**src/rtl/alu_arbiter.sv**
```systemverilog
// Two-requester round-robin front end for a shared combinational ALU.
// One transaction in flight at a time: IDLE (accept) -> EXEC (capture) -> RESP (hand back).
module alu_arbiter #(
    parameter int DATA_WIDTH    = 32,
    parameter int OPCODE_LENGTH = 4
) (
    input  logic                     clk,
    input  logic                     rst_n,

    input  logic                     req0_valid,
    output logic                     req0_ready,
    input  logic [DATA_WIDTH-1:0]    req0_a,
    input  logic [DATA_WIDTH-1:0]    req0_b,
    input  logic [OPCODE_LENGTH-1:0] req0_op,
    input  logic [8:0]               req0_pc,
    output logic                     rsp0_valid,
    input  logic                     rsp0_ready,
    output logic [DATA_WIDTH-1:0]    rsp0_data,

    input  logic                     req1_valid,
    output logic                     req1_ready,
    input  logic [DATA_WIDTH-1:0]    req1_a,
    input  logic [DATA_WIDTH-1:0]    req1_b,
    input  logic [OPCODE_LENGTH-1:0] req1_op,
    input  logic [8:0]               req1_pc,
    output logic                     rsp1_valid,
    input  logic                     rsp1_ready,
    output logic [DATA_WIDTH-1:0]    rsp1_data,

    output logic [DATA_WIDTH-1:0]    alu_srca,
    output logic [DATA_WIDTH-1:0]    alu_srcb,
    output logic [OPCODE_LENGTH-1:0] alu_op,
    output logic [8:0]               alu_pc,
    input  logic [DATA_WIDTH-1:0]    alu_result,

    output logic                     busy
);

    typedef enum logic [1:0] {
        S_IDLE = 2'd0,
        S_EXEC = 2'd1,
        S_RESP = 2'd2
    } state_t;

    state_t                   r_state;
    logic                     r_owner;
    logic                     r_last_grant;
    logic                     r_rsp0_valid;
    logic                     r_rsp1_valid;
    logic                     r_busy;
    logic [DATA_WIDTH-1:0]    r_a;
    logic [DATA_WIDTH-1:0]    r_b;
    logic [DATA_WIDTH-1:0]    r_result;
    logic [OPCODE_LENGTH-1:0] r_op;
    logic [8:0]               r_pc;

    logic w_idle;
    logic w_grant0;
    logic w_grant1;
    logic w_take;

    // On a tie the requester that was not served last wins; rst_n gating keeps
    // both readies low while reset is held even though the state reads IDLE.
    assign w_idle   = (r_state == S_IDLE);
    assign w_grant0 = rst_n && w_idle && req0_valid && (!req1_valid || r_last_grant);
    assign w_grant1 = rst_n && w_idle && req1_valid && (!req0_valid || !r_last_grant);
    assign w_take   = r_owner ? rsp1_ready : rsp0_ready;

    assign req0_ready = w_grant0;
    assign req1_ready = w_grant1;
    assign rsp0_valid = r_rsp0_valid;
    assign rsp1_valid = r_rsp1_valid;
    assign rsp0_data  = r_result;
    assign rsp1_data  = r_result;
    assign alu_srca   = r_a;
    assign alu_srcb   = r_b;
    assign alu_op     = r_op;
    assign alu_pc     = r_pc;
    assign busy       = r_busy;

    always_ff @(posedge clk or negedge rst_n) begin
        if (!rst_n) begin
            r_state      <= S_IDLE;
            r_owner      <= 1'b0;
            r_last_grant <= 1'b1;
            r_rsp0_valid <= 1'b0;
            r_rsp1_valid <= 1'b0;
            r_busy       <= 1'b0;
            r_a          <= '0;
            r_b          <= '0;
            r_result     <= '0;
            r_op         <= '0;
            r_pc         <= '0;
        end else begin
            case (r_state)
                S_IDLE: begin
                    if (w_grant0 || w_grant1) begin
                        r_owner <= w_grant1;
                        r_a     <= w_grant1 ? req1_a  : req0_a;
                        r_b     <= w_grant1 ? req1_b  : req0_b;
                        r_op    <= w_grant1 ? req1_op : req0_op;
                        r_pc    <= w_grant1 ? req1_pc : req0_pc;
                        r_busy  <= 1'b1;
                        r_state <= S_EXEC;
                    end
                end
                S_EXEC: begin
                    r_result     <= alu_result;
                    r_rsp0_valid <= !r_owner;
                    r_rsp1_valid <= r_owner;
                    r_state      <= S_RESP;
                end
                S_RESP: begin
                    if (w_take) begin
                        r_rsp0_valid <= 1'b0;
                        r_rsp1_valid <= 1'b0;
                        r_busy       <= 1'b0;
                        r_last_grant <= r_owner;
                        r_state      <= S_IDLE;
                    end
                end
                default: begin
                    r_rsp0_valid <= 1'b0;
                    r_rsp1_valid <= 1'b0;
                    r_busy       <= 1'b0;
                    r_state      <= S_IDLE;
                end
            endcase
        end
    end

endmodule

```
**config.mk**
```make
export PLATFORM = sky130hd
export DESIGN_NAME = alu_arbiter
export DESIGN_NICKNAME = d
export VERILOG_FILES = /design/src/rtl/alu_arbiter.sv
export SDC_FILE = /design/constraint.sdc
export NUM_CORES = 1
export LEC_CHECK = 0
export ABC_CLOCK_PERIOD_IN_PS = 1600
export BUFFER_PORTS_ARGS = -buffer_cell sky130_fd_sc_hd__buf_4
export CELL_PAD_IN_SITES_DETAIL_PLACEMENT = 1
export CELL_PAD_IN_SITES_GLOBAL_PLACEMENT = 2
export CORE_UTILIZATION = 22
export CTS_BUF_LIST = sky130_fd_sc_hd__clkbuf_8
export DETAILED_ROUTE_END_ITERATION = 7
export HOLD_SLACK_MARGIN = 0.06
export PLACE_DENSITY = 0.74
export SYNTH_ARGS = -nofsm -noshare
export SYNTH_HDL_FRONTEND = slang
export SYNTH_SLANG_ARGS = --single-unit
export TNS_END_PERCENT = 20
```
**constraint.sdc**
```tcl
create_clock -name clk -period 1.6 [get_ports clk]
set_input_delay 0.08 -clock clk [delete_from_list [all_inputs] [get_ports clk]]
set_output_delay 0.08 -clock clk [all_outputs]
set_load 0.01 [all_outputs]
```
==> results.tsv <==
metric	value	unit
rr_startpoint	r_state[1]	
final_cell_mix	348 x buf_4, 189 x dlygate4sd3_1, 115 x dfrtp_1	
fin_nets	1263	
whs_path_depth	4	
slew_headroom	62.5	%
design_area	0.0112	mm^2
avgSynthCellArea	9.70	um^2
gp_congestion	0.738	
die_w	162	um
dieHeight	162	um
p_int	10600	uW
routed_wirelength	28200	um
grt_start_max_net_pins	62	
p_sw	6660	uW
area_delta_synth_final	98.7	%
p_clk_share	17.1	%
power_frac_comb	51.5	%
grt_pass1_vias	7415	
dpl_worst_slack	0.00222	ns
final_common_cell	buf_4	
cts_root_buf	clkbuf_8	
portBuffers	337	
antenna_found_initial	1	
tightest_slew	0.560	ns
critPathArrivalTime	2.05	ns
initial_core_util	22.4	%
num_vias	6727	
fmax	573	MHz
h-tree-depth	4	
grt_pass1_wl	42300	um
finalSetupTns	-4.56	ns
rsz0062_at_grt	yes	
synth_top_family_by_area	compound AO/OA/AOI/OAI gates	
slew_violations	0	
critPathKind	register to register	
synth.distinct_cells	31	
p_per_area	1550	mW/mm^2
cts_tree	done	
sw_frac_of_total	38.5	%
io_pins	338	
critPathMaxFanout	10	
cp-start-kind	register	
numCtsBuffers	17	
setup_ws	-0.145	ns
report.final.hold_viol_count	0	
r2r-end	alu_srca[18]	
clock_sinks	116	
synth_mux_area_share	6.58	%
critPathSlowestCell	or3b_4	
clk_path_buf_depth	2	
r2r_setup_slack	-0.15	ns
dieArea	0.0262	mm^2
cts.clk_slew.worst_paths	0.07	ns
p_leak	0.00487	uW
drt-pass1-iter-count	5	
synth_nets	772	
row_count	58	
fin_crit_sh	109	%
synthSimpleGateAreaFrac	8.29	%
clock_latency	0.44	ns
placed_cell_area	0.00844	mm^2
critPathCaptureType	register	
syn_inst	580	
hold_class	primary input to register	
drive_gt1_share	43.6	%
netlist_area	0.00563	mm^2
whs_endpoint	r_owner	
violations	negative setup slack	
ys_ff_latch	116	
coreArea	0.0251	mm^2
hp-start	req1_valid	
status	complete, but fails checks	
final_util	44.5	%
wl_per_cell	19.9	um
path_cells	or3b_4 -> buf_4 -> bufbuf_16 -> o21ai_1 -> a31oi_1	
dp_hpwl	16200	um
maxCapViolations	0	
drc	0	
grt.overflow.total	0	
pwr-share-seq	31.4	%
timing.hold.ws	0.122	ns
synth_compound_area_share	23.9	%
finalSetupViolations	80	
worstPathRequired	1.90	ns
ant_nets	0	
yosys_warnings	0	
min_period	1.75	ns
worstRegToRegCells	5	
drt_iter0_markers	236	
synth_fa_ha_area_share	0	%
ir_drop	0.000610	V
ys_seq_area_share	51.6	%
cpPeakStageDelay	0.46	ns
yosys.area_share.xor_xnor	0	%
gr-usage-all-layers	20.8	%
vias_per_cell	4.75	
skew	0.0116	ns
==> cell type report <==
type / count / area, um^2
antenna: 2 / 5.00
multi-input combinational: 366 / 2320
clock inverter: 15 / 181
fill: 2839 / 13900
inverter: 3 / 11.3
tap: 330 / 413
sequential: 116 / 2900
clock buffer: 17 / 234
timing repair buffer: 567 / 5120
==> worst max-delay path: cells and delay by family (launching register included) <==
family / cells / cell delay [ns]
flops: 1 / 0.38
simple gates: 1 / 0.46
buf+inv: 2 / 0.46
compound gates: 2 / 0.31
==> synthesized netlist by cell type <==
master | count | area share, %
a21bo_2 | 1 | 0.18
nor2b_1 | 1 | 0.11
a21boi_2 | 1 | 0.20
buf_4 | 34 | 4.5
or3b_1 | 1 | 0.16
o21ai_1 | 4 | 0.36
nor2_8 | 1 | 0.36
nand2b_1 | 1 | 0.11
buf_6 | 2 | 0.40
clkbuf_2 | 1 | 0.089
or2_2 | 1 | 0.11
dfrtp_1 | 115 | 51
clkbuf_1 | 30 | 2.0
inv_1 | 3 | 0.20
a21o_1 | 1 | 0.13
nor2_1 | 5 | 0.33
o21ai_0 | 77 | 6.8
dfstp_2 | 1 | 0.47
nand3_1 | 77 | 6.8
a211oi_1 | 1 | 0.13
mux2_2 | 32 | 6.4
o2bb2ai_1 | 1 | 0.16
a22o_1 | 1 | 0.16
mux2i_1 | 1 | 0.18
o22a_1 | 1 | 0.16
nor3b_1 | 1 | 0.13
buf_2 | 23 | 2.0
a31oi_1 | 78 | 8.7
nand3b_1 | 1 | 0.13
buf_1 | 5 | 0.33
a21oi_1 | 78 | 6.9
==> stage by stage <==
step | total power, uW | cells
finish | 17300 | 1416
global route | 18400 | 1415
detailed placement | 13300 | 1178
floorplan | 9210 | 580
global placement | 13100 | 1178
CTS | 17100 | 1407
==> layer usage <==
metal	share of wire, %	wire, um	GRT usage [%]	vias to the layer above
li1	-	-	-	3103
met1	41	11500	25.1	3303
met4	2.7	762	7.85	0
met2	51	14300	35.8	275
met3	5.6	1570	4.83	46
met5	0	0	0	-
==> sequential cells by signal (all words and copies together), names as in the netlist <==
signal and count:
r_state 2, r_last_grant 1, alu_pc 9, rsp0_data 32
alu_srca 32, alu_op 4, rsp1_valid 1, busy 1
alu_srcb 32, r_owner 1, rsp0_valid 1
==> kinds of logic (layout without fill, tap and decap cells) <==
| logic type | count (synthesis) | count (layout) |
|---|---|---|
| AO/OA/AOI/OAI | 244 | 244 |
| buffers and inverters | 98 | 602 |
| flip-flops | 116 | 116 |
| multiplexers | 33 | 33 |
| other | 0 | 2 |
| AND/OR/NAND/NOR | 89 | 89 |
==> how the worst max path moves through the flow <==
stage | from | endpoint | slack [ns] | cells after the start
4_1_cts | r_state[0] | req0_ready | -0.13 | 4
3_3_place_gp | r_state[1] | alu_srca[27] | 0.05 | 4
3_5_place_dp | r_state[1] | alu_srca[27] | 0.002 | 4
5_1_grt | r_state[1] | alu_srca[18] | -0.19 | 5
2_1_floorplan | r_state[1] | alu_srcb[11] | 0.02 | 7
6_report | r_state[1] | alu_srca[18] | -0.15 | 5
==> power by group through the flow <==
stage	logic, uW	clock network [uW]	registers, uW
floorplan	3300	0	5910
global placement	7770	0	5370
detailed placement	7830	0	5450
CTS	8580	3090	5410
global route	9580	3200	5640
finish	8910	2960	5430
==> what timing repair did <==
item / in CTS / in global routing
pin swaps: 4 / 2
endpoints found under the setup margin: 3 / 117
gates cloned: 3 / 4
setup buffers: 5 / 3
hold buffers: 189 / 0
gates resized for setup: 55 / 39
endpoints found under the hold margin: 193 / 0
Note: power is estimated with default switching activity, not from simulation.
